File: config.mk
export PLATFORM = sky130hd
export DESIGN_NAME = ramb16_s1_bit_reader_flat
export DESIGN_NICKNAME = d
export VERILOG_FILES = /design/src/rtl/ramb16_s1_bit_reader_if.sv /design/src/rtl/ramb16_s1_bit_reader.sv /design/src/flat_wrapper.sv
export SDC_FILE = /design/constraint.sdc
export NUM_CORES = 1
export LEC_CHECK = 0
export ABC_CLOCK_PERIOD_IN_PS = 3000
export BUFFER_PORTS_ARGS = -buffer_cell sky130_fd_sc_hd__buf_2
export CAP_MARGIN = 20
export CORE_ASPECT_RATIO = 0.5
export CORE_MARGIN = 5
export CORE_UTILIZATION = 31
export CTS_CLUSTER_DIAMETER = 150
export CTS_CLUSTER_SIZE = 28
export DETAILED_ROUTE_END_ITERATION = 16
export PLACE_DENSITY = 0.58
export SETUP_SLACK_MARGIN = 0.15
export SLEW_MARGIN = 25
export SYNTH_ARGS = -nofsm -noshare
export SYNTH_HDL_FRONTEND = slang
export SYNTH_SLANG_ARGS = --single-unit
File: constraint.sdc
create_clock -name CLK -period 3 [get_ports CLK]
set_input_delay 0.15 -clock CLK [delete_from_list [all_inputs] [get_ports CLK]]
set_output_delay 0.15 -clock CLK [all_outputs]
set_load 0.01 [all_outputs]
File: src/rtl/ramb16_s1_bit_reader_if.sv
// ---------------------------------------------------------------------------
// ramb16_s1_bit_reader_if
//
// Bundles every non-clock signal of the bit reader into one interface:
//   start_*   : command channel (valid/ready, first bit address, bit count)
//   ram_*     : port B of the 1-bit x 2^ADDR_BITS block RAM
//   out_*     : packed word stream (valid/ready, data, last flag)
//   busy      : high while a command is in progress
//
// Modports:
//   slave  - the reader engine (drives start_ready, ram_*, out_*, busy)
//   master - the environment (commander, RAM read data, stream consumer)
// ---------------------------------------------------------------------------
interface ramb16_s1_bit_reader_if #(
  parameter int OUT_BITS  = 8,
  parameter int ADDR_BITS = 14
);
  logic                 start_valid;
  logic                 start_ready;
  logic [ADDR_BITS-1:0] start_addr;
  logic [ADDR_BITS:0]   start_len;
  logic [ADDR_BITS-1:0] ram_addr;
  logic                 ram_en;
  logic                 ram_we;
  logic                 ram_ssr;
  logic                 ram_do;
  logic                 out_valid;
  logic                 out_ready;
  logic [OUT_BITS-1:0]  out_data;
  logic                 out_last;
  logic                 busy;

  modport slave (
    input  start_valid, start_addr, start_len, ram_do, out_ready,
    output start_ready, ram_addr, ram_en, ram_we, ram_ssr,
           out_valid, out_data, out_last, busy
  );

  modport master (
    output start_valid, start_addr, start_len, ram_do, out_ready,
    input  start_ready, ram_addr, ram_en, ram_we, ram_ssr,
           out_valid, out_data, out_last, busy
  );
endinterface

File: src/rtl/ramb16_s1_bit_reader.sv
// ---------------------------------------------------------------------------
// ramb16_s1_bit_reader
//
// Read-side engine for a 1-bit wide dual-port block RAM. A command gives a
// first bit address and a bit count; the engine walks port B (wrapping at the
// top of the RAM), packs the returned bits LSB-first into OUT_BITS-wide words
// and presents them on a valid/ready stream, flagging the final word.
//
// Ports:
//   CLK      - clock, all logic on the rising edge
//   reset_n  - synchronous active-low reset
//   bus      - ramb16_s1_bit_reader_if.slave (command, RAM port B, stream)
// ---------------------------------------------------------------------------
module ramb16_s1_bit_reader #(
  parameter int OUT_BITS  = 8,
  parameter int ADDR_BITS = 14
) (
  input logic                   CLK,
  input logic                   reset_n,
  ramb16_s1_bit_reader_if.slave bus
);

  localparam int CW = $clog2(OUT_BITS + 1);

  localparam logic [1:0] S_IDLE  = 2'd0;
  localparam logic [1:0] S_READ  = 2'd1;
  localparam logic [1:0] S_FLUSH = 2'd2;

  localparam logic [CW-1:0]      CNT_FULL = CW'(OUT_BITS);
  localparam logic [ADDR_BITS:0] LEN_ONE  = (ADDR_BITS + 1)'(1);
  localparam logic [ADDR_BITS-1:0] ADDR_ONE = ADDR_BITS'(1);

  logic [1:0]           r_state;
  logic [ADDR_BITS-1:0] r_addr;
  logic [ADDR_BITS:0]   r_remaining;   // bits still to be issued
  logic                 r_inflight;    // a read was issued last cycle
  logic [OUT_BITS-1:0]  r_acc;
  logic [CW-1:0]        r_cnt;         // bits held in r_acc
  logic                 r_out_valid;
  logic [OUT_BITS-1:0]  r_out_data;
  logic                 r_out_last;

  logic                 w_out_free;
  logic [CW-1:0]        w_pending;
  logic                 w_stall;
  logic                 w_issue;
  logic [OUT_BITS-1:0]  w_acc_cap;
  logic                 w_final;
  logic                 w_move;

  // Output register can take a new word this cycle.
  assign w_out_free = !r_out_valid || bus.out_ready;

  // Bits already committed to the accumulator (captured + in flight). This is
  // also the accumulator count after this cycle's capture.
  assign w_pending = r_cnt + CW'(r_inflight);

  // Issuing another read would overrun a full accumulator that cannot drain.
  assign w_stall = (w_pending == CNT_FULL) && !w_out_free;

  assign w_issue = (r_state == S_READ) && (r_remaining != '0) && !w_stall;

  // Place the returning bit at position r_cnt; the accumulator is cleared on
  // every move, so bits above the last one captured stay zero.
  assign w_acc_cap = r_inflight ? (r_acc | (OUT_BITS'(bus.ram_do) << r_cnt)) : r_acc;

  // In FLUSH nothing more is issued, so after this edge every bit of the
  // command is in the accumulator or already passed downstream.
  assign w_final = (r_state == S_FLUSH);

  assign w_move = w_out_free &&
                  ((w_pending == CNT_FULL) || (w_final && w_pending != '0));

  // NOTE: sequential state uses non-blocking assignments so every register
  // samples the pre-edge value of every other register.
  always_ff @(posedge CLK) begin
    // NOTE: reset is synchronous and also clears the accumulator and the
    // in-flight flag, so an abandoned command leaves no stale bits behind.
    if (!reset_n) begin
      r_state     <= S_IDLE;
      r_addr      <= '0;
      r_remaining <= '0;
      r_inflight  <= 1'b0;
      r_acc       <= '0;
      r_cnt       <= '0;
      r_out_valid <= 1'b0;
      r_out_data  <= '0;
      r_out_last  <= 1'b0;
    end else begin
      case (r_state)
        S_IDLE: begin
          if (bus.start_valid) begin
            r_addr      <= bus.start_addr;
            r_remaining <= bus.start_len;
            if (bus.start_len != '0) r_state <= S_READ;
          end
        end
        S_READ: begin
          if (w_issue) begin
            r_addr      <= r_addr + ADDR_ONE;   // wraps at the top of the RAM
            r_remaining <= r_remaining - LEN_ONE;
            if (r_remaining == LEN_ONE) r_state <= S_FLUSH;
          end
        end
        S_FLUSH: begin
          if (r_out_valid && bus.out_ready && r_out_last) r_state <= S_IDLE;
        end
        default: r_state <= S_IDLE;
      endcase

      r_inflight <= w_issue;

      if (w_move) begin
        r_acc <= '0;
        r_cnt <= '0;
      end else begin
        r_acc <= w_acc_cap;
        r_cnt <= w_pending;
      end

      // A move may coincide with the consumer taking the previous word.
      if (w_move) begin
        r_out_valid <= 1'b1;
        r_out_data  <= w_acc_cap;
        r_out_last  <= w_final;
      end else if (bus.out_ready) begin
        r_out_valid <= 1'b0;
        r_out_last  <= 1'b0;
      end
    end
  end

  assign bus.start_ready = (r_state == S_IDLE);
  assign bus.busy        = (r_state != S_IDLE);
  assign bus.ram_addr    = r_addr;
  assign bus.ram_en      = w_issue;
  assign bus.ram_we      = 1'b0;
  assign bus.ram_ssr     = 1'b0;
  assign bus.out_valid   = r_out_valid;
  assign bus.out_data    = r_out_data;
  assign bus.out_last    = r_out_last;

endmodule

File: src/flat_wrapper.sv
// flat-port wrapper written by rule: the top's interface ports become plain ports
module ramb16_s1_bit_reader_flat 
#(
  parameter int OUT_BITS  = 8,
  parameter int ADDR_BITS = 14
)
  (CLK, reset_n, bus_start_valid, bus_start_addr, bus_start_len, bus_ram_do, bus_out_ready, bus_start_ready, bus_ram_addr, bus_ram_en, bus_ram_we, bus_ram_ssr, bus_out_valid, bus_out_data, bus_out_last, bus_busy);
  ramb16_s1_bit_reader_if #(.OUT_BITS(OUT_BITS), .ADDR_BITS(ADDR_BITS)) bus_i ();
  input logic CLK;
  input logic reset_n;
  input wire logic [$bits(bus_i.start_valid)-1:0] bus_start_valid;
  input wire logic [$bits(bus_i.start_addr)-1:0] bus_start_addr;
  input wire logic [$bits(bus_i.start_len)-1:0] bus_start_len;
  input wire logic [$bits(bus_i.ram_do)-1:0] bus_ram_do;
  input wire logic [$bits(bus_i.out_ready)-1:0] bus_out_ready;
  output wire logic [$bits(bus_i.start_ready)-1:0] bus_start_ready;
  output wire logic [$bits(bus_i.ram_addr)-1:0] bus_ram_addr;
  output wire logic [$bits(bus_i.ram_en)-1:0] bus_ram_en;
  output wire logic [$bits(bus_i.ram_we)-1:0] bus_ram_we;
  output wire logic [$bits(bus_i.ram_ssr)-1:0] bus_ram_ssr;
  output wire logic [$bits(bus_i.out_valid)-1:0] bus_out_valid;
  output wire logic [$bits(bus_i.out_data)-1:0] bus_out_data;
  output wire logic [$bits(bus_i.out_last)-1:0] bus_out_last;
  output wire logic [$bits(bus_i.busy)-1:0] bus_busy;
  assign bus_i.start_valid = bus_start_valid;
  assign bus_i.start_addr = bus_start_addr;
  assign bus_i.start_len = bus_start_len;
  assign bus_i.ram_do = bus_ram_do;
  assign bus_i.out_ready = bus_out_ready;
  assign bus_start_ready = bus_i.start_ready;
  assign bus_ram_addr = bus_i.ram_addr;
  assign bus_ram_en = bus_i.ram_en;
  assign bus_ram_we = bus_i.ram_we;
  assign bus_ram_ssr = bus_i.ram_ssr;
  assign bus_out_valid = bus_i.out_valid;
  assign bus_out_data = bus_i.out_data;
  assign bus_out_last = bus_i.out_last;
  assign bus_busy = bus_i.busy;
  ramb16_s1_bit_reader #(.OUT_BITS(OUT_BITS), .ADDR_BITS(ADDR_BITS)) u_core (.CLK(CLK), .reset_n(reset_n), .bus(bus_i));
endmodule
## Yosys cells after proc, flatten, opt, wreduce, memory -nomap -nowiden

Index checks and enable logic that the tools add are counted.

| cells by class | value |
|---|---|
| eq/ne operators | 9 |
| multiplexer cells | 16 |
| add/sub/neg operators | 3 |
| bitwise operators | 2 |
| reductions and logical operators | 22 |
| shifts and indexed selects | 1 |

Operators with widths:

| cell | count |
|---|---|
| $mux 15 | 2 |
| $pmux 15 s2 | 1 |
| $reduce_bool 15->1 | 2 |
| $mux 14 | 2 |
| $pmux 14 s2 | 1 |
| $eq 15x1->1 const B | 1 |
| $sub 15x1->15 const B | 1 |
| $add 14x1->14 const B | 1 |
| $mux 2 | 5 |
| $mux 8 | 1 |
| $ne 2x2->1 const B | 4 |
| $or 8x8->8 | 1 |
| $shl 1x4->8 | 1 |
| $logic_and 1x1->1 | 7 |
| $pmux 2 s3 | 1 |
| $reduce_bool 2->1 | 3 |
| $reduce_and 5->1 | 1 |
| $add 4x1->4 | 1 |
| $eq 4x4->1 const B | 1 |
| $reduce_bool 4->1 | 1 |
| $logic_not 1->1 | 3 |
| $mux 1 | 3 |
| $reduce_and 3->1 | 1 |
| $eq 2x1->1 const B | 1 |
| 6 further kinds | 7 |

| storage, ports and cells | value |
|---|---|
| register bits after elaboration | 54 |
| bits of input ports | 34 |
| logic and storage cells | 62 |
| output and inout bits | 29 |

## Longest topological paths before layout

Gate-level depths: netlist of run 1.

| logic depth | value |
|---|---|
| word-level depth | 8 |
| mapped depth | 9 |
| mapped depth without buffers | 8 |

## Worst setup path before layout of run 1

Ideal clock, no wire load.

| timing path | value |
|---|---|
| kind | register -> register |
| start point | register u_core.r_cnt[0] |
| end point | register u_core.r_addr[13], in the netlist u_core.bus.ram_addr[13] |
| path buffers | 0 |
| slack | 0.880 ns |
| period minus slack after synthesis | 2.120 ns |
| cell stages (with the launch flop) | 9 |
| required time | 2.926 ns |
| library setup time | 0.074 ns |
| data arrival time | 2.047 ns |
| cells stage by stage | dfxtp_1 -> ha_1 -> ha_1 -> xnor2_1 -> nand3_1 -> o211ai_2 -> clkinv_2 -> or4_1 -> o211ai_2 |

| between the ends | value |
|---|---|
| longest elaborated chain between the ends | 7 |

Ends and longest elaborated chain:

| element | line | RTL |
|---|---|---|
| from (decl) | ramb16_s1_bit_reader.sv:38 | `logic [CW-1:0] r_cnt;` |
| from (signal assigned) | ramb16_s1_bit_reader.sv:118 | `r_cnt <= w_pending;` |
| $add 4x1->4 | ramb16_s1_bit_reader.sv:56 | `assign w_pending = r_cnt + CW'(r_inflight);` |
| $eq 4x4->1 | ramb16_s1_bit_reader.sv:59 | `assign w_stall = (w_pending == CNT_FULL) && !w_out_free;` |
| $logic_and 1x1->1 | ramb16_s1_bit_reader.sv:59 |  |
| $logic_not 1->1 | ramb16_s1_bit_reader.sv:61 | `assign w_issue = (r_state == S_READ) && (r_remaining != '0) && !w_stall;` |
| $logic_and 1x1->1 | ramb16_s1_bit_reader.sv:61 |  |
| $ne 2x2->1 (no line) | n/a |  |
| $reduce_and 3->1 (no line) | n/a |  |
| to (signal assigned) | ramb16_s1_bit_reader.sv:93 | `r_addr <= bus.start_addr;` |
| to (signal assigned) | ramb16_s1_bit_reader.sv:100 | `r_addr <= r_addr + ADDR_ONE;` |
| to (decl) | ramb16_s1_bit_reader.sv:34 | `logic [ADDR_BITS-1:0] r_addr;` |

Every way passes these cells.
A chain may end at the register's enable or synchronous reset.

## Final worst setup path of run 1

Same ends and word-level chain as after synthesis.

==> results of run 1 <==
[kinds of logic (layout without fill, tap and decap cells)]
group | Yosys count | after routing | synth area share, %
other | 1 | 2 | 0.125
adders and majority gates | 5 | 5 | 2.09
buffers and inverters | 39 | 86 | 5.93
and+or+nand+nor | 157 | 157 | 28.7
muxes | 3 | 3 | 1.04
xor gates and xnor gates | 5 | 5 | 1.46
DFF | 54 | 54 | 36.1
AOI/OAI and AO/OA | 111 | 111 | 24.6
[area by class of cell]
| cell class | instances | area share (%) |
|---|---|---|
| Sequential cell | 54 | 30.3 |
| Tap cell | 135 | 4.74 |
| Inverter | 11 | 1.19 |
| Clock buffer | 5 | 3.51 |
| Timing Repair Buffer | 67 | 9.90 |
| Multi-Input combinational cell | 283 | 49.0 |
| Clock inverter | 3 | 1.33 |
[sequential cells by signal, indices dropped and copies added (netlist names)]
register              cells
u_core.r_remaining       15
u_core.r_state            2
u_core.bus.ram_addr      14
u_core.bus.out_valid      1
u_core.r_acc              8
u_core.bus.out_data       8
u_core.r_inflight         1
u_core.r_cnt              4
u_core.bus.out_last       1
[per-layer routing]
metal | vias to the layer above | global-route usage, % | routed length (um)
met5 | - | 0 | 0
met4 | 0 | 4.02 | 98
met3 | 10 | 3.52 | 459
met2 | 95 | 25.1 | 4150
met1 | 1516 | 22.0 | 4600
li1 | 1519 | - | -
[metrics by stage]
stage	area, um2	hold WS, ps
floorplan	3000	290
global placement	3390	423
detailed placement	3390	421
CTS	3560	107
global route	3560	109
finish	3560	114
[worst min path at each step]
stage	depth (start not counted)	start	endpoint
floorplan	2	bus_start_addr[6]	u_core.bus.ram_addr[6]$_SDFFE_PN0P_
global placement	3	bus_start_addr[6]	u_core.bus.ram_addr[6]$_SDFFE_PN0P_
detailed placement	3	bus_start_addr[6]	u_core.bus.ram_addr[6]$_SDFFE_PN0P_
CTS	3	bus_start_addr[8]	u_core.bus.ram_addr[8]$_SDFFE_PN0P_
global route	3	bus_start_addr[9]	u_core.bus.ram_addr[9]$_SDFFE_PN0P_
finish	3	bus_start_addr[5]	u_core.bus.ram_addr[5]$_SDFFE_PN0P_
[cell usage after synthesis, types with 3 or more instances]
master and n:
clkbuf_1 19, ha_1 5, xor2_1 3, dfxtp_1 54
o31ai_1 3, nand3_1 20, nor3_1 15, nand4_1 12
and4_1 4, nor4_1 15, buf_4 3, nor2b_1 3
o21ai_0 23, a32oi_1 9, inv_1 10, and3_1 4
a31oi_1 8, a21oi_1 27, or4_1 5, nand2_1 30
nor2_1 27, o31a_1 3, or3_1 5, o211ai_1 3
nor3b_1 3, o22ai_1 4, a211oi_1 8, buf_2 4
[worst reg2reg max path, stage by stage (launching register included)]
cell and delay, ps:
dfxtp_1 330, ha_1 210, ha_1 210, xnor2_1 300, nand3_1 190, o211ai_2 210, clkinv_2 210, or4_1 560
o211ai_2 80
[power by group]
part | internal, mW | switching [mW]
sequential | 0.767 | 0.0718
combinational | 0.168 | 0.277
clock | 0.399 | 0.295
==> results.md, run 1 <==
* Run status: finished, final reports clean
* Total power draw at 1.98 mW
* Starting Density at 31.7%
* TritonCTS Buffers at 5
* Share of the yosys chip area belonging to registers at 36.1%
* Post-route minimum period at 2380 ps
* Overall via count from detail_route at 3140
* Buffers from clock root to sink, at most at 2
* Worst r2r src: u_core.r_cnt[0]$_SDFF_PP0_
* Category of the critical setup timing path: reg -> reg
* Worst reg2reg setup slack at 620 ps
* VDD IR-drop max at 0.253 mV
* CTS tree: built
* Number of endpoints failing setup at the final stage at 0
* Routed wire length per instance at 16.7 um
* Sum of overflow across all layers after global routing at 0
* Fraction of final layout cells with drive strength greater than 1 at 21.0%
* Area of the die at 0.0118 mm2
* WP data arrival at 2610 ps
* Mapped Cells at 375
* Placed Cells at 550
* Most common cell after layout, fill and taps aside: buf_2
* Worst path setup slack after routing at 623 ps
* Summed instance area of the synthesized netlist at 0.00300 mm2
* # hold bufs at CTS at 0
* Die X at 149 um
* Crit start category: register
* Required time of the critical path at 3230 ps
* Die Y at 79.5 um
* Asr flop ratio synth at 0%
* Sum of routed wire length over all layers at 9.31 mm
* Final critical-path share of the clock period at 79.2%
* TritonRoute pass-1 iters at 4
* ANT nets after route at 0
* Port Buf Inserts at 60
* Synthesis warning total at 0
* Largest net degree at the start of global routing at 31
* Reg area at 0.00108 mm2
* Number of standard cells in the final layout excluding fillers at 558
* Maximum achievable frequency at 0.421 GHz
* Beginning of the critical path: u_core.r_cnt[0]$_SDFF_PP0_
* Clock skew at 8.98 ps
* Global-route wire length before repair at 15.2 mm
* R2r endpoint: u_core.bus.ram_addr[13]$_SDFFE_PN0P_
* # fillers at 1042
* Vias in the first global route at 2939
* Hold Vio Cnt, Final at 0
* CTS H-Tree Depth at 2
* Antenna violations before repair at 0
* Floorplan row count at 25
* Area occupied by multi-input gates at 0.00175 mm2
* RSZ-0062 raised after global routing: no
* Total number of cells along the worst setup path at 8
* Post-Place Setup Slack at 663 ps
* Commonest cells after routing, fill and taps aside: 60 x buf_2, 54 x dfxtp_1, 30 x nand2_1, 27 x nor2_1, 27 x a21oi_1
* Count of buffer and inverter cells on the critical path at 1
* Path category of the worst min-delay check: in -> reg
* Diode insertion count for antenna repair at 0
* Largest area contributor in the netlist: dfxtp_1
* Type of element capturing the critical path: register
* Number of register bits inferred by synthesis at 54
* Estimated wirelength of the detail-placed design at 6.35 mm
* Biggest fanout along the worst timing path at 13
* Library cells used by synthesis at 63
* Total negative slack at 0 ps
* Transition at the pin with the smallest max-transition slack at 746 ps
* Power density cells at 555 mW/mm2
* Final Slew Violations at 0
* Clock latency reported for the late side of the worst-skew pair at 300 ps
* Area contributors post-synth: dfxtp_1 36%, a21oi_1 4.5%, o21ai_0 3.8%, nand2_1 3.8%, nor2_1 3.4%
* Number of max-cap violations at 0
* DR DRC count at 0
* Total of cells resized after clock tree synthesis at 0
* DRC marker count from the first detailed-route iteration at 240
* Most used flip-flop cell after synthesis: dfxtp_1
* Slowest cell delay on critical path at 560 ps
* Fin util at 37.7%
* Root Buffer Master: clkbuf_16
* Final estimated routing congestion in global placement at 0.845
* CORE AREA at 0.00945 mm2
* Cell family with most CP delay: simple AND/OR/NAND/NOR gates
* CP Cell Sequence: ha_1, ha_1, xnor2_1, nand3_1, o211ai_2, clkinv_2, or4_1, o211ai_2
* Clock transition time at the flip-flop clock pins of the worst setup and hold paths at 80 ps
* Endpoint of the worst setup timing path: u_core.bus.ram_addr[13]$_SDFFE_PN0P_
* Number of buffers inserted by post-CTS setup repair at 0
* Slowest cell on the critical path: or4_1
* Vias per std cell at 5.63
* Worst-case reg-to-reg path depth at 8
* Ports at 63
* Mean cell area of the mapped netlist at 7.99 um2
* Area share of the leading cell type in the synthesized netlist at 36.1%
* Number of flops mapped to enable cells by yosys at 0
* CTS Sinks at 54
* Leakage component of the power at 1.37 nW
* Area growth from synthesis to layout at 19.0%
* All-layer global routing usage at 15.9%
* Worst rel slew slack at 49.9%
* Net total in the final layout at 461
No activity file was read; power rests on OpenSTA's default activity.
==> run 2: changes to the inputs <==
Settings changed: ABC_CLOCK_PERIOD_IN_PS 3000 to 2500.
Clock period 3 ns to 2.5 ns, I/O delays scaled along.
==> run 2 against run 1 <==
Compared with the run above: combinational power is 29% higher; cell count grew 1.8%; die area unchanged; clock power increased by 7.1%; total power grew 17%; critical path depth unchanged; register-to-register slack got worse by 350 ps; sequential power increased by 19%; hold slack got worse by 44 ps; critical path type unchanged; largest power group unchanged.
==> results.md, run 2 (synthesis results as in run 1) <==
* Area occupied by multi-input gates at 0.00176 mm2 (+0.93%)
* Antenna violations before repair at 0 (unchanged)
* Number of endpoints failing setup at the final stage at 0 (unchanged)
* Estimated wirelength of the detail-placed design at 6.47 mm (+1.8%)
* Slowest cell delay on critical path at 530 ps (-30 ps)
* Required time of the critical path at 2740 ps (-490 ps)
* Largest net degree at the start of global routing at 31 (unchanged)
* Die X at 149 um (unchanged)
* CP Cell Sequence: ha_1, ha_1, nor2_1, nand3_1, o211ai_2, inv_4, or4_1, o211ai_2
* CORE AREA at 0.00945 mm2 (unchanged)
* Sum of routed wire length over all layers at 9.35 mm (+0.44%)
* Maximum achievable frequency at 0.449 GHz (+6.8%)
* Area of the die at 0.0118 mm2 (unchanged)
* # hold bufs at CTS at 0 (unchanged)
* Clock latency reported for the late side of the worst-skew pair at 300 ps (about the same)
* Worst rel slew slack at 60.4% (+10 points)
* Commonest cells after routing, fill and taps aside: 60 x buf_2, 54 x dfxtp_1, 29 x nand2_1, 27 x a21oi_1, 25 x nor2_1
* Net total in the final layout at 471 (+2.2%)
* Transition at the pin with the smallest max-transition slack at 593 ps (-154 ps)
* Die Y at 79.5 um (unchanged)
* Starting Density at 31.7% (unchanged)
* CTS tree: built
* Number of max-cap violations at 0 (unchanged)
* Hold Vio Cnt, Final at 0 (unchanged)
* Category of the critical setup timing path: reg -> reg
* Buffers from clock root to sink, at most at 2 (unchanged)
* Clock transition time at the flip-flop clock pins of the worst setup and hold paths at 80 ps (about the same)
* # fillers at 1028 (-1.3%)
* Vias per std cell at 5.40 (-4.0%)
* Fraction of final layout cells with drive strength greater than 1 at 24.0% (+3.0 points)
* Hold slack at 69.9 ps (-43.9 ps)
* Clock skew at 10.2 ps (+1.21 ps)
* Total power draw at 2.32 mW (+17%)
* Crit start category: register
* Sum of overflow across all layers after global routing at 0 (unchanged)
* Largest reg by FF count: u_core.r_remaining
* Slowest cell on the critical path: or4_1
* Global-route wire length before repair at 15.0 mm (-1.1%)
* RSZ-0062 raised after global routing: yes
* All-layer global routing usage at 15.8% (-0.10 points)
* Final critical-path share of the clock period at 89.0% (+9.8 points)
* Run status: finished, final reports clean
* TritonCTS Buffers at 5 (unchanged)
* Power density cells at 638 mW/mm2 (+15%)
* DRC marker count from the first detailed-route iteration at 261 (+8.8%)
* Total negative slack at 0 ps (unchanged)
* Type of element capturing the critical path: register
* Most common cell after layout, fill and taps aside: buf_2
* Reg area at 0.00108 mm2 (unchanged)
* Ports at 63 (unchanged)
* Final Slew Violations at 0 (unchanged)
* Final estimated routing congestion in global placement at 0.816 (-3.5%)
* WP data arrival at 2460 ps (-150 ps)
* Max FFs per register at 15 (unchanged)
* Post-route minimum period at 2220 ps (-152 ps)
* Root Buffer Master: clkbuf_16
* Overall via count from detail_route at 3067 (-2.3%)
* CTS Sinks at 54 (unchanged)
* Port Buf Inserts at 60 (unchanged)
* Floorplan row count at 25 (unchanged)
* Area growth from synthesis to layout at 21.6%
* Diode insertion count for antenna repair at 0 (unchanged)
* VDD IR-drop max at 0.297 mV (+17%)
* Biggest fanout along the worst timing path at 13 (unchanged)
* Leakage component of the power at 1.41 nW (+3.2%)
* ANT nets after route at 0 (unchanged)
* Routed wire length per instance at 16.5 um (-1.3%)
* TritonRoute pass-1 iters at 4 (unchanged)
* CTS H-Tree Depth at 2 (unchanged)
* Path category of the worst min-delay check: in -> reg
* Vias in the first global route at 2880 (-2.0%)
* DR DRC count at 0 (unchanged)
[run 2: cell type report]
class / count / area share (%)
Clock buffer: 5 / 3.44
Multi-Input combinational cell: 283 / 48.4
Clock inverter: 3 / 0.790
Tap cell: 135 / 4.64
Timing Repair Buffer: 77 / 11.9
Sequential cell: 54 / 29.7
Inverter: 11 / 1.20
[run 2: layer usage]
metal	vias to the layer above	GRT usage [%]	routed length, um
li1	1546	-	-
met1	1440	22.3	4470
met2	77	24.5	4150
met3	4	3.74	665
met4	0	3.38	62
met5	-	0	0
[run 2: final timing paths]
kind | startpoint | to | slack, ps | depth (start not counted)
worst max-delay path | u_core.r_cnt[0]$_SDFF_PP0_ | u_core.bus.ram_addr[13]$_SDFFE_PN0P_ | 280 | 8
worst min-delay path | bus_start_addr[6] | u_core.bus.ram_addr[6]$_SDFFE_PN0P_ | 70 | 3
worst max register to register | u_core.r_cnt[0]$_SDFF_PP0_ | u_core.bus.ram_addr[13]$_SDFFE_PN0P_ | 280 | 8
worst min register to register | u_core.r_acc[6]$_SDFF_PP0_ | u_core.r_acc[6]$_SDFF_PP0_ | 460 | 2
[run 2: worst max-delay path, delay by kind of cell (launching register included)]
| kind | cells | cell delay (ps) |
|---|---|---|
| buffers and inverters | 1 | 130 |
| DFF | 1 | 330 |
| AOI/OAI and AO/OA | 2 | 340 |
| adders and majority gates | 2 | 510 |
| and+or+nand+nor | 3 | 850 |
[run 2: timing repair]
action                                  in CTS  in global routing
endpoints found under the setup margin       0                 27
gates resized for setup                      0                  7
setup buffers                                0                  0
[run 2: power breakdown]
part / total (mW) / internal [mW] / switching (mW) / leakage (nW)
clock: 0.744 / 0.383 / 0.361 / 0.0759
combinational: 0.576 / 0.229 / 0.347 / 0.897
sequential: 1.00 / 0.920 / 0.0811 / 0.441
total: 2.32 / 1.53 / 0.789 / 1.41
[run 2: through the flow]
step                      instances  util [%]  setup WS, ps  instance area, um2
after global routing            568      38.5           133                3640
after global placement          560      36.7           194                3470
after detailed placement        560      36.7           190                3470
final                           568      38.5           275                3640
after CTS                       568      38.3           175                3620
after floorplan                 376         -           380                3000
==> run 3: changes to the inputs <==
Settings changed: CORE_UTILIZATION 31 to 55, PLACE_DENSITY 0.58 to 0.88.
==> run 3 against run 2 <==
Compared with the run above: sequential share of layout area rose by 1.2 points; design area fell by 4.0%; largest cell class unchanged; combinational power fell by 2%; core utilization rose by 27 points; fmax fell by 2.8%; clock power fell by 28%; first-iteration DRC count fell by 13%; sequential cell count did not move; setup slack got worse by 63 ps; largest power group unchanged; non-clock buffer count fell by 2.
==> results.md, run 3 (synthesis results as in run 1) <==
* Most prevalent standard cell on the critical path: ha_1
* DRC marker count from the first detailed-route iteration at 228 (-13%)
* Category of the critical setup timing path: reg -> out
* Transition at the pin with the smallest max-transition slack at 608 ps (+15.5 ps)
* Number of endpoints failing setup at the final stage at 0 (unchanged)
* Hold Vio Cnt, Final at 0 (unchanged)
* Ports at 63 (unchanged)
* WP data arrival at 2160 ps (-300 ps)
* Largest reg by FF count: u_core.r_remaining
* Summed area of non-filler cells in the final layout at 0.00349 mm2 (-4.0%)
* Area growth from synthesis to layout at 16.7%
* Required time of the critical path at 2380 ps (-360 ps)
* Type of element capturing the critical path: primary output
* Largest net degree at the start of global routing at 27 (-13%)
* Buffers from clock root to sink, at most at 2 (unchanged)
* # hold bufs at CTS at 0 (unchanged)
* Worst rel slew slack at 59.5% (-0.95 points)
* Number of max-cap violations at 0 (unchanged)
* Final critical-path share of the clock period at 91.5% (+2.5 points)
* TritonCTS Buffers at 5 (unchanged)
* Reg area at 0.00108 mm2 (unchanged)
* Most common cell after layout, fill and taps aside: buf_2
* Starting Density at 55.8% (+24 points)
* ANT nets after route at 0 (unchanged)
* Area of the die at 0.00711 mm2 (-40%)
* Startpoint of the lowest-slack hold path: bus_start_addr[6]
* Area occupied by multi-input gates at 0.00176 mm2 (+0.14%)
* CORE AREA at 0.00537 mm2 (-43%)
* Crit start category: register
* Max FFs per register at 15 (unchanged)
* Diode insertion count for antenna repair at 0 (unchanged)
* Die X at 114 um (-23%)
* Biggest fanout along the worst timing path at 8 (-5)
* Estimated wirelength of the detail-placed design at 6.14 mm (-5.0%)
* Hold slack at 43.5 ps (-26.4 ps)
* CTS Sinks at 54 (unchanged)
* # fillers at 483 (-53%)
* Run status: finished, final reports clean
* All-layer global routing usage at 25.0% (+9.2 points)
* Commonest cells after routing, fill and taps aside: 60 x buf_2, 54 x dfxtp_1, 29 x nand2_1, 27 x a21oi_1, 26 x nor2_1
* CTS tree: built
* TritonRoute pass-1 iters at 5 (+1)
* Net total in the final layout at 469 (-0.42%)
* Power density cells at 602 mW/mm2 (-5.6%)
* Clock latency reported for the late side of the worst-skew pair at 320 ps (+20 ps)
* Path category of the worst min-delay check: in -> reg
* VDD IR-drop max at 0.367 mV (+24%)
* Sum of routed wire length over all layers at 8.93 mm (-4.5%)
* Worst reg2reg setup slack at 270 ps (about the same)
* Worst-case reg-to-reg path depth at 5 (-3)
* Final estimated routing congestion in global placement at 0.963 (+18%)
* Final Slew Violations at 0 (unchanged)
* Vias in the first global route at 3020 (+4.9%)
* Worst r2r src: u_core.r_remaining[4]$_SDFFE_PN0P_
* Sink of the worst hold path: u_core.bus.ram_addr[6]$_SDFFE_PN0P_
* Routed wire length per instance at 17.7 um (+7.6%)
* Hold depth at 3 (unchanged)
* Clock skew at 3.28 ps (-6.91 ps)
* Port Buf Inserts at 60 (unchanged)
* Slowest cell delay on critical path at 350 ps (-180 ps)
* Total negative slack at 0 ps (unchanged)
* Post-route minimum period at 2290 ps (+63.1 ps)
* Fraction of final layout cells with drive strength greater than 1 at 23.4% (-0.58 points)
* Overall via count from detail_route at 3228 (+5.2%)
* Floorplan row count at 19 (-24%)
* Slowest cell on the critical path: dfxtp_1
* Leakage component of the power at 1.38 nW (-2.3%)
* Sum of overflow across all layers after global routing at 0 (unchanged)
* Global-route wire length before repair at 14.7 mm (-2.0%)
* DR DRC count at 0 (unchanged)
* CP Cell Sequence: ha_1, ha_1, xnor2_2, nand3_1, o211ai_2, inv_4, buf_4, buf_2
* R2r endpoint: u_core.bus.ram_addr[11]$_SDFFE_PN0P_
* Die Y at 62.2 um (-22%)
* Root Buffer Master: clkbuf_8
* Maximum achievable frequency at 0.437 GHz (-2.8%)
* Cell area reported after detailed placement at 0.00337 mm2 (-2.9%)
* Vias per std cell at 6.40 (+19%)
* RSZ-0062 raised after global routing: yes
* Clock transition time at the flip-flop clock pins of the worst setup and hold paths at 110 ps (+30 ps)
* Antenna violations before repair at 0 (unchanged)
* CTS H-Tree Depth at 2 (unchanged)
==> run 3: routing by layer <==
layer | track usage, % | vias up | share of wire (%) | wire length [um]
li1 | - | 1533 | - | -
met1 | 33.8 | 1518 | 43 | 3820
met2 | 39.7 | 164 | 46 | 4110
met3 | 7.27 | 13 | 10 | 892
met4 | 5.19 | 0 | 1.1 | 97
met5 | 0 | - | 0 | 0
==> run 3: power breakdown <==
part | switching, mW | leakage (nW) | total, mW | internal (mW)
logic | 0.346 | 0.891 | 0.564 | 0.218
registers | 0.0856 | 0.441 | 1.01 | 0.920
clock network | 0.326 | 0.0502 | 0.534 | 0.208
total | 0.758 | 1.38 | 2.10 | 1.35
==> run 3: metrics by stage <==
stage	util [%]	std cells	setup slack (ps)	total power [mW]
after global routing	65.0	504	115	2.21
after floorplan	-	376	380	1.38
after global placement	62.6	495	354	1.55
after detailed placement	62.6	495	186	1.56
after CTS	64.6	503	160	2.09
final	65.0	504	212	2.10
==> run 3: area by class of cell <==
type / count / area share [%]
Clock buffer: 5 / 1.97
Inverter: 11 / 1.25
Timing Repair Buffer: 75 / 11.9
Multi-Input combinational cell: 283 / 50.5
Clock inverter: 3 / 0.823
Sequential cell: 54 / 30.9
Tap cell: 73 / 2.61
==> run 3: critical path: cells and delay by family (launching register included) <==
kind                       cells  cell delay [ps]
AOI/OAI and AO/OA              1              270
xor gates and xnor gates       1              230
adders and majority gates      2              470
buffers and inverters          3              400
DFF                            1              350
and+or+nand+nor                1              130
==> run 3: what timing repair did <==
action                     4_1_cts  5_1_grt
buffers inserted                 0        1
setup endpoints to repair        2       19
resized for setup                1        6
pin swaps                        0        1
==> run 3: worst max-delay path by stage <==
stage	cells after the start	from	to
after floorplan	8	u_core.r_cnt[0]$_SDFF_PP0_	u_core.bus.ram_addr[13]$_SDFFE_PN0P_
after detailed placement	9	u_core.r_cnt[0]$_SDFF_PP0_	u_core.bus.ram_addr[12]$_SDFFE_PN0P_
after global routing	8	u_core.r_cnt[0]$_SDFF_PP0_	u_core.r_remaining[0]$_SDFFE_PN0P_
after global placement	8	u_core.r_cnt[0]$_SDFF_PP0_	u_core.bus.ram_addr[13]$_SDFFE_PN0P_
after CTS	8	u_core.r_cnt[0]$_SDFF_PP0_	bus_ram_en
final	8	u_core.r_cnt[0]$_SDFF_PP0_	bus_ram_en
